`src/rtl/up_counter_ctrl_if.sv`:
```
// Bundle of control and status signals between a sequencer (master) and
// the up_counter_ctrl period timer (slave).
//   start, stop, hold, auto_reload : run control from the master
//   limit                          : terminal value, captured on accepted start
//   count                          : current count value
//   busy                           : timer is running or held
//   tick                           : one-cycle pulse per completed period
//   done                           : one-cycle pulse when a one-shot run ends
//   periods                        : saturating tally of completed periods
interface up_counter_ctrl_if #(
  parameter int N  = 8,
  parameter int PW = 4
);
  logic          start;
  logic          stop;
  logic          hold;
  logic          auto_reload;
  logic [N-1:0]  limit;
  logic [N-1:0]  count;
  logic          busy;
  logic          tick;
  logic          done;
  logic [PW-1:0] periods;

  modport master (
    output start, stop, hold, auto_reload, limit,
    input  count, busy, tick, done, periods
  );

  modport slave (
    input  start, stop, hold, auto_reload, limit,
    output count, busy, tick, done, periods
  );
endinterface

```
`src/rtl/up_counter_ctrl.sv`:
```
// Programmable period timer built around an N-bit up counter.
// Ports:
//   clk  : clock, all state updates on the rising edge
//   rstn : asynchronous active-low reset
//   bus  : up_counter_ctrl_if.slave (start/stop/hold/auto_reload/limit in,
//          count/busy/tick/done/periods out); every output is registered.
//
// state | meaning
// IDLE  | waiting for start; count holds its value
// RUN   | counting up from 0 to the captured limit
// HOLD  | count frozen; leaving HOLD costs one bubble cycle with no increment
module up_counter_ctrl #(
  parameter int N  = 8,
  parameter int PW = 4
) (
  input  logic            clk,
  input  logic            rstn,
  up_counter_ctrl_if.slave bus
);

  typedef enum logic [1:0] {
    IDLE = 2'd0,
    RUN  = 2'd1,
    HOLD = 2'd2
  } state_t;

  state_t        state, state_nxt;
  logic [N-1:0]  count_q, count_nxt;
  logic [N-1:0]  limit_q, limit_nxt;
  logic [PW-1:0] periods_q, periods_nxt;
  logic          busy_q, busy_nxt;
  logic          tick_q, tick_nxt;
  logic          done_q, done_nxt;
  logic          terminal;

  assign terminal = (count_q == limit_q);

  always_ff @(posedge clk or negedge rstn) begin
    if (!rstn) begin
      state     <= IDLE;
      count_q   <= '0;
      limit_q   <= '0;
      periods_q <= '0;
      busy_q    <= 1'b0;
      tick_q    <= 1'b0;
      done_q    <= 1'b0;
    end else begin
      state     <= state_nxt;
      count_q   <= count_nxt;
      limit_q   <= limit_nxt;
      periods_q <= periods_nxt;
      busy_q    <= busy_nxt;
      tick_q    <= tick_nxt;
      done_q    <= done_nxt;
    end
  end

  // Priority inside the active states is stop > hold > terminal/increment.
  always_comb begin
    state_nxt   = state;
    count_nxt   = count_q;
    limit_nxt   = limit_q;
    periods_nxt = periods_q;
    tick_nxt    = 1'b0;
    done_nxt    = 1'b0;

    case (state)
      IDLE: begin
        if (bus.start && !bus.stop) begin
          limit_nxt   = bus.limit;
          count_nxt   = '0;
          periods_nxt = '0;
          state_nxt   = RUN;
        end
      end

      RUN: begin
        if (bus.stop) begin
          count_nxt = '0;
          state_nxt = IDLE;
        end else if (bus.hold) begin
          state_nxt = HOLD;
        end else if (terminal) begin
          count_nxt   = '0;
          tick_nxt    = 1'b1;
          periods_nxt = (periods_q == {PW{1'b1}}) ? periods_q : periods_q + 1'b1;
          // auto_reload is looked at only here, so clearing it mid-run
          // lets the current period finish before the run ends.
          if (!bus.auto_reload) begin
            done_nxt  = 1'b1;
            state_nxt = IDLE;
          end
        end else begin
          // Never wraps: the terminal compare catches count first.
          count_nxt = count_q + 1'b1;
        end
      end

      HOLD: begin
        if (bus.stop) begin
          count_nxt = '0;
          state_nxt = IDLE;
        end else if (!bus.hold) begin
          state_nxt = RUN;
        end
      end

      default: begin
        count_nxt = '0;
        state_nxt = IDLE;
      end
    endcase

    busy_nxt = (state_nxt != IDLE);
  end

  assign bus.count   = count_q;
  assign bus.busy    = busy_q;
  assign bus.tick    = tick_q;
  assign bus.done    = done_q;
  assign bus.periods = periods_q;

endmodule

```
`src/flat_wrapper.sv`:
```
// flat-port wrapper written by rule: the top's interface ports become plain ports
module up_counter_ctrl_flat 
#(
  parameter int N  = 8,
  parameter int PW = 4
)
  (clk, rstn, bus_start, bus_stop, bus_hold, bus_auto_reload, bus_limit, bus_count, bus_busy, bus_tick, bus_done, bus_periods);
  up_counter_ctrl_if #(.N(N), .PW(PW)) bus_i ();
  input  logic clk;
  input  logic rstn;
  input wire logic [$bits(bus_i.start)-1:0] bus_start;
  input wire logic [$bits(bus_i.stop)-1:0] bus_stop;
  input wire logic [$bits(bus_i.hold)-1:0] bus_hold;
  input wire logic [$bits(bus_i.auto_reload)-1:0] bus_auto_reload;
  input wire logic [$bits(bus_i.limit)-1:0] bus_limit;
  output wire logic [$bits(bus_i.count)-1:0] bus_count;
  output wire logic [$bits(bus_i.busy)-1:0] bus_busy;
  output wire logic [$bits(bus_i.tick)-1:0] bus_tick;
  output wire logic [$bits(bus_i.done)-1:0] bus_done;
  output wire logic [$bits(bus_i.periods)-1:0] bus_periods;
  assign bus_i.start = bus_start;
  assign bus_i.stop = bus_stop;
  assign bus_i.hold = bus_hold;
  assign bus_i.auto_reload = bus_auto_reload;
  assign bus_i.limit = bus_limit;
  assign bus_count = bus_i.count;
  assign bus_busy = bus_i.busy;
  assign bus_tick = bus_i.tick;
  assign bus_done = bus_i.done;
  assign bus_periods = bus_i.periods;
  up_counter_ctrl #(.N(N), .PW(PW)) u_core (.clk(clk), .rstn(rstn), .bus(bus_i));
endmodule
```
`config.mk`:
```
export PLATFORM = sky130hd
export DESIGN_NAME = up_counter_ctrl_flat
export DESIGN_NICKNAME = d
export VERILOG_FILES = /design/src/rtl/up_counter_ctrl_if.sv /design/src/rtl/up_counter_ctrl.sv /design/src/flat_wrapper.sv
export SDC_FILE = /design/constraint.sdc
export NUM_CORES = 1
export LEC_CHECK = 0
export CAP_MARGIN = 20
export CORE_ASPECT_RATIO = 0.75
export CORE_UTILIZATION = 40
export CTS_CLUSTER_DIAMETER = 150
export DETAILED_ROUTE_END_ITERATION = 16
export HOLD_SLACK_MARGIN = 0.03
export PLACE_DENSITY = 0.63
export SLEW_MARGIN = 20
export SYNTH_ARGS = -nofsm -noshare
export SYNTH_HDL_FRONTEND = slang
export SYNTH_SLANG_ARGS = --single-unit
```
`constraint.sdc`:
```
create_clock -name clk -period 1.81 [get_ports clk]
set_input_delay 0.181 -clock clk [delete_from_list [all_inputs] [get_ports clk]]
set_output_delay 0.181 -clock clk [all_outputs]
set_load 0.02 [all_outputs]
```
; Word level (Yosys, flattened, before mapping)
; Cells that the tools add are included.
[op_classes]
add_sub_neg = 2
n_eq_ne = 11
mux = 29
reduce_logical = 8
[op_table]
columns = operator, n
row1 = $mux W8, 5
row2 = $pmux W8 S3, 1
row3 = $mux W4, 5
row4 = $mux W2, 7
row5 = $mux W1, 9
row6 = $add A8 B1 Y8 const B, 1
row7 = $eq A8 B8 Y1, 1
row8 = $ne A2 B2 Y1 const B, 4
row9 = $pmux W4 S2, 1
row10 = $pmux W2 S3, 1
row11 = $reduce_and A6 Y1, 1
row12 = $add A4 B1 Y4 const B, 1
row13 = $eq A4 B4 Y1 const B, 1
row14 = $ne A2 B1 Y1 const B, 2
row15 = $reduce_bool A2 Y1, 2
row16 = $ne A3 B3 Y1 const B, 1
row17 = $reduce_and A3 Y1, 1
row18 = $eq A2 B1 Y1 const B, 1
row19 = $eq A2 B2 Y1 const B, 1
row20 = $logic_not A2 Y1, 1
row21 = $reduce_and A2 Y1, 1
row22 = $logic_and A1 B1 Y1, 1
row23 = $logic_not A1 Y1, 1
[word_totals]
regBits = 25
in_bits = 14
output_inout_bits = 15
elab_cells = 57

; Logic depth before layout (Yosys ltp)
; Gate-level depths: netlist of run 1.
[logic_depth]
depth_word = 6
depth_mapped = 6

; Worst setup path before layout of run 1
; OpenSTA, ideal clock, no wires.
[synth_path]
kind = register to register
startpoint = reg u_core.count_q[3], in the netlist u_core.bus.count[3]
endpoint = reg u_core.periods_q[3], in the netlist u_core.bus.periods[3]
arrival_ns = 1.690
slack_ns = 0.042
path_stages_with_launch = 6
path_buffers = 0
synth_period_minus_slack_ns = 1.768
path_cell_list = dfrtp_1 > xor2_1 > nor4_4 > a21oi_2 > or4_1 > a21oi_1
[synth_between]
elab_chain_len = 3
[synth_lines]
columns = item, line_no
row1 = "start, declared", up_counter_ctrl.sv:28  ; logic [N-1:0] count_q, count_nxt;
row2 = "start signal, assigned", up_counter_ctrl.sv:49  ; count_q <= count_nxt;
row3 = $eq A8 B8 Y1, up_counter_ctrl.sv:36  ; assign terminal = (count_q == limit_q);
row4 = $ne A2 B1 Y1 (no line), n/a
row5 = $reduce_and A6 Y1 (no line), n/a
row6 = "end signal, assigned", up_counter_ctrl.sv:51  ; periods_q <= periods_nxt;
row7 = "end, declared", up_counter_ctrl.sv:30  ; logic [PW-1:0] periods_q, periods_nxt;
; Every way passes these cells.
; A chain may end at the register's enable or synchronous reset.

; Worst setup path in the final report of run 1
[layout_path]
startpoint = reg u_core.count_q[0], in the netlist u_core.bus.count[0]
endpoint = reg u_core.periods_q[0], in the netlist u_core.bus.periods[0]
; Same word-level chain as after synthesis.

==> run summary, run 1 <==
Post-Syn Area: 0.001245 sq mm
Setup WS pre-CTS: -0.02217 ns
type of the worst setup path: reg -> reg
f_max: 569.7 MHz
min Tclk post-route: 1.755 ns
final hold vios: 0
Fin Clk Skew: 0.007245 ns
Hold Crit Class: in -> async
vias in the first global route: 962
crit path buf inv count: 0
CP max FO: 3
initial antenna violation count: 0
maximum vdd drop: 0.0005690 V
Adder-Cell Fraction of Synth Area: 2.010%
num ports: 29
area grow syn2layout: 40.40%
met1 Usage GRT: 25.76%
placer congestion estimate: 0.7865
CP top delay family: simple AND/OR/NAND/NOR gates
n_diodes: 0
CTS max path bufs: 2
r2r setup slk: 0.05 ns
Synth Register Bits: 25
H-tree lvl count: 1
main combinational cell family by area after synthesis: simple AND/OR/NAND/NOR gates
Clk Latency, worst-skew pair: 0.27 ns
element type at the critical path start: flop
most common cell after layout, fill and taps aside: clkdlybuf4s50_1
Hold WS: 0.2733 ns
Residual DRC: 0
final-report setup violation count: 0
Multi-input gate area: 610.6 sq um
Simple-Gate Fraction of Synth Area: 18.79%
post-CTS setup buffers: 0
M3 GR Usage: 5.000%
syn avg cell area: 11.32 sq um
first-pass GRT wire length: 4478 um
sequential cell area: 625.6 sq um
first-iteration detailed-routing DRC count: 28
vias after detailed routing: 1007
relative slew slack: 78.59%
filler cell count: 278
post-route worst setup slack: 0.05482 ns
status: completed
Nets: 174
TritonCTS Buffers: 3
Lkg Pwr: 0.7655 nW
Synth top area share: 50.25%
multiplexer share of the synthesized area: 8.945%
ANT nets after route: 0
Synth area leader: dfrtp_1
max incr delay on CP: 0.41 ns
Initial Util: 42.11%
layout cell share with drive strength beyond 1: 24.84%
TritonCTS clock tree: built
crit-path cells: xor2_1 -> nor4_4 -> a21oi_2 -> or2_2 -> mux2_2
fin util: 59.12%
CP max-delay cell: dfrtp_1
Critical Path RT: 1.97 ns
Cell variety after synth: 32
Die Y: 50.32 um
unrepaired setup endpoints after global routing: true
Hold-fix buffers, CTS: 0
DPL Wire Length: 2017 um
syn nets: 126
Worst Max-Slew Pin Slew: 0.3212 ns
met2 GRT Util: 27.55%
Mapped Cells: 110
final cell count without fillers: 195
Reg clk slew, reported paths: 0.09 ns
Clock Tree Root: clkbuf_8
Die ar.: 0.003342 sq mm
placed cells: 191
largest net degree at the start of global routing: 26
vias per cell: 5.164
Post-Synth XOR/XNOR Area: 9.849%
fin area: 0.001748 sq mm
Die Wd: 66.42 um
Final period util: 96.97%
DR pass1 iterations: 4
WL per Instance: 13.72 um
Total Routed Length: 2676 um
remaining global-route overflow: 0
Compound-Gate Fraction of Synth Area: 8.442%
Worst Path Arrival: 1.91 ns
Post-CTS Resized: 0
Final Slew Violations: 0
Pwr Density: 729.3 mW/mm^2
YS warnings: 0
core area: 0.002957 sq mm
crit end category: flop
Most Used Layer, Global Route: met2
total clock sinks: 25
DP Area: 0.001690 sq mm
register area share after synthesis: 50.25%
# port buffers: 28
max-cap violations: 0
row count: 17
commonest cells after routing, fill and taps aside: clkdlybuf4s50_1 (28), dfrtp_1 (25), buf_4 (17)
gr usage total: 18.28%
top area cells in the synthesized netlist: dfrtp_1 (50%), xor2_1 (9.8%), mux2_2 (8.1%), nor4_4 (3.4%), nand4_1 (3.0%)
## routing by layer
metal | part of all wire (%) | vias to the layer above
li1 | - | 489
met1 | 50 | 487
met2 | 44 | 29
met3 | 5.5 | 2
met4 | 0.26 | 0
met5 | 0 | -
## area by class of cell
| type | count | share of cell area (%) |
|---|---|---|
| Tap cell | 38 | 2.720 |
| Timing Repair Buffer | 45 | 23.34 |
| Multi-Input combinational cell | 80 | 34.93 |
| Inverter | 3 | 0.6442 |
| Clock buffer | 4 | 2.577 |
| Sequential cell | 25 | 35.79 |
## path summary, 6_finish.rpt
check	start	endpoint	cells past startpoint
worst max-delay path	u_core.bus.count[0]	u_core.bus.periods[0]	5
worst min-delay path	rstn	u_core.bus.tick	2
worst max register to register	u_core.bus.count[0]	u_core.bus.periods[0]	5
worst min register to register	u_core.limit_q[3]	u_core.limit_q[3]	1
max in group asynchronous	rstn	u_core.limit_q[1]	2
min in group clk	bus_auto_reload	u_core.bus.done	2
## state kept, by name (all words and copies together), names as in the netlist
register and count:
u_core.bus.busy 1, u_core.bus.tick 1, u_core.limit_q 8, u_core.state 2, u_core.bus.done 1, u_core.bus.periods 4, u_core.bus.count 8
## synthesized netlist by cell type (all sizes together)
cell type	number
a21boi	1
a21oi	4
a221oi	1
a22o	1
a31o	1
a31oi	2
and3	2
buf	2
dfrtp	25
ha	2
inv	3
mux2	9
mux2i	1
nand2	2
nand2b	3
nand3	2
nand4	6
nor2	11
nor2b	2
nor3	4
nor3b	1
nor4	3
o21a	1
o21ai	4
o31ai	1
or2	1
or4	1
xor2	14
## cells by family (layout without fill, tap and decap cells)
logic type / Yosys count / after routing
adder cells (fa/ha/maj): 2 / 2
multiplexers: 10 / 10
AO/OA/AOI/OAI: 16 / 16
buffers and inverters: 5 / 52
AND/OR/NAND/NOR: 38 / 38
XOR/XNOR: 14 / 14
flip-flops: 25 / 25
## stage by stage
stage	TNS (ns)	total power, mW
6_report	0	1.275
5_1_grt	-0.0009635	1.347
4_1_cts	0	1.291
3_5_place_dp	-0.1207	0.9598
3_3_place_gp	-0.1934	0.9493
2_1_floorplan	0	0.8350
## where the power goes
part | leakage, nW | internal, mW | switching [mW]
sequential | 0.329 | 0.612 | 0.0393
clock | 0.0228 | 0.157 | 0.170
combinational | 0.414 | 0.149 | 0.147
Power figures use the tool's default switching activity.
==> run 2, diff against run 1 <==
--- a/config.mk
+++ b/config.mk
@@ -6,7 +6,7 @@
 export NUM_CORES = 1
 export LEC_CHECK = 0
 export CAP_MARGIN = 20
-export CORE_ASPECT_RATIO = 0.75
+export CORE_ASPECT_RATIO = 0.5
 export CORE_UTILIZATION = 40
 export CTS_CLUSTER_DIAMETER = 150
 export DETAILED_ROUTE_END_ITERATION = 16
==> run 2 against run 1 <==
Compared with the run above: die area grew 0.33%; first-iteration DRC count up 18%; critical endpoint is now u_core.bus.periods[3]; power grew 0.68%.
==> run summary, run 2 (synthesis results as in run 1) <==
post-CTS setup buffers: 0
Worst Max-Slew Pin Slew: 0.3333 ns
Reg clk slew, reported paths: 0.09 ns
core area: 0.002765 sq mm
Final period util: 97.38%
Lkg Pwr: 0.7636 nW
CP max FO: 3
Die Y: 41.45 um
gr usage total: 18.34%
crit path launch: u_core.limit_q[3]
ANT nets after route: 0
min Tclk post-route: 1.763 ns
Clock Tree Root: clkbuf_8
layout cell share with drive strength beyond 1: 23.57%
most common cell after layout, fill and taps aside: clkdlybuf4s50_1
CTS max path bufs: 2
Final Slew Violations: 0
vias after detailed routing: 1008
RR Endpoint: u_core.bus.periods[3]
placer congestion estimate: 0.7597
Critical Path RT: 2.01 ns
crit end category: flop
area grow syn2layout: 39.70%
filler cell count: 245
Nets: 174
H-tree lvl count: 1
WL per Instance: 13.83 um
commonest cells after routing, fill and taps aside: clkdlybuf4s50_1 (28), dfrtp_1 (25), buf_4 (17)
unrepaired setup endpoints after global routing: true
Residual DRC: 0
first-iteration detailed-routing DRC count: 33
Initial Util: 45.02%
overall power: 1.284 mW
remaining global-route overflow: 0
first-pass GRT wire length: 4574 um
Clk Latency, worst-skew pair: 0.27 ns
Total Routed Length: 2683 um
sequential cell area: 625.6 sq um
r2r setup slk: 0.05 ns
Die ar.: 0.003353 sq mm
Multi-input gate area: 603.1 sq um
Hold WS: 0.2648 ns
initial antenna violation count: 0
element type at the critical path start: flop
num ports: 29
n_diodes: 0
relative slew slack: 77.78%
worst r2r src: u_core.limit_q[3]
Setup crit end: u_core.bus.periods[3]
vias per cell: 5.196
Hold-fix buffers, CTS: 0
final-report setup violation count: 0
Hold Crit Class: in -> async
total clock sinks: 25
Fin Clk Skew: 0.003911 ns
final hold vios: 0
TritonCTS Buffers: 3
Post-CTS Resized: 0
TritonCTS clock tree: built
max-cap violations: 0
# port buffers: 28
FF-to-FF path depth: 5
status: completed
Worst Path Arrival: 1.97 ns
DPL Wire Length: 2028 um
largest net degree at the start of global routing: 26
DR pass1 iterations: 4
maximum vdd drop: 0.0004192 V
vias in the first global route: 990
type of the worst setup path: reg -> reg
Die Wd: 80.90 um
Pwr Density: 738.0 mW/mm^2
row count: 13
f_max: 567.3 MHz
run 2: how the worst min path moves through the flow:
| stage | from | cells after the start | slack (ns) | to |
|---|---|---|---|---|
| floorplan | rstn | 0 | -0.11 | u_core.bus.busy |
| CTS | rstn | 2 | 0.27 | u_core.limit_q[2] |
| detailed placement | u_core.limit_q[0] | 1 | 0.52 | u_core.limit_q[0] |
| finish | rstn | 2 | 0.26 | u_core.limit_q[5] |
| global route | rstn | 2 | 0.30 | u_core.limit_q[5] |
| global placement | u_core.limit_q[3] | 1 | 0.52 | u_core.limit_q[3] |
run 2: layout make-up:
| class | count | area share [%] |
|---|---|---|
| sequential | 25 | 35.97 |
| timing repair buffer | 45 | 23.45 |
| inverter | 3 | 0.6475 |
| multi-input combinational | 80 | 34.68 |
| tap | 37 | 2.662 |
| clock buffer | 4 | 2.590 |
run 2: metal layers:
metal  wire, um  GRT usage [%]  up-vias
met2       1208          27.73       25
met4          0          4.286        0
li1           -              -      489
met1       1352          25.87      494
met5          0              0        -
met3        122          5.275        0
run 2: critical path, stage by stage (launching register included):
cell and delay [ns]:
dfrtp_1 0.40, xor2_1 0.19, nor4_4 0.37, a21oi_2 0.12
or4_1 0.47, a21oi_1 0.15
run 2: metrics by stage:
| step | area (sq um) | util [%] | worst slack [ns] | setup TNS (ns) | cells |
|---|---|---|---|---|---|
| 6_report | 1739 | 62.90 | 0.04736 | 0 | 194 |
| 4_1_cts | 1734 | 62.71 | 0.03390 | 0 | 194 |
| 3_5_place_dp | 1689 | 61.09 | 0.008658 | 0 | 190 |
| 3_3_place_gp | 1689 | 61.09 | 0.03367 | 0 | 190 |
| 2_1_floorplan | 1245 | - | 0.04227 | 0 | 110 |
| 5_1_grt | 1739 | 62.90 | -0.04886 | -0.07618 | 194 |
run 2: report_power, final:
part	internal (mW)	total, mW	leakage (nW)	switching [mW]
sequential	0.611	0.648	0.329	0.0363
clock	0.158	0.337	0.0228	0.180
combinational	0.149	0.299	0.412	0.150
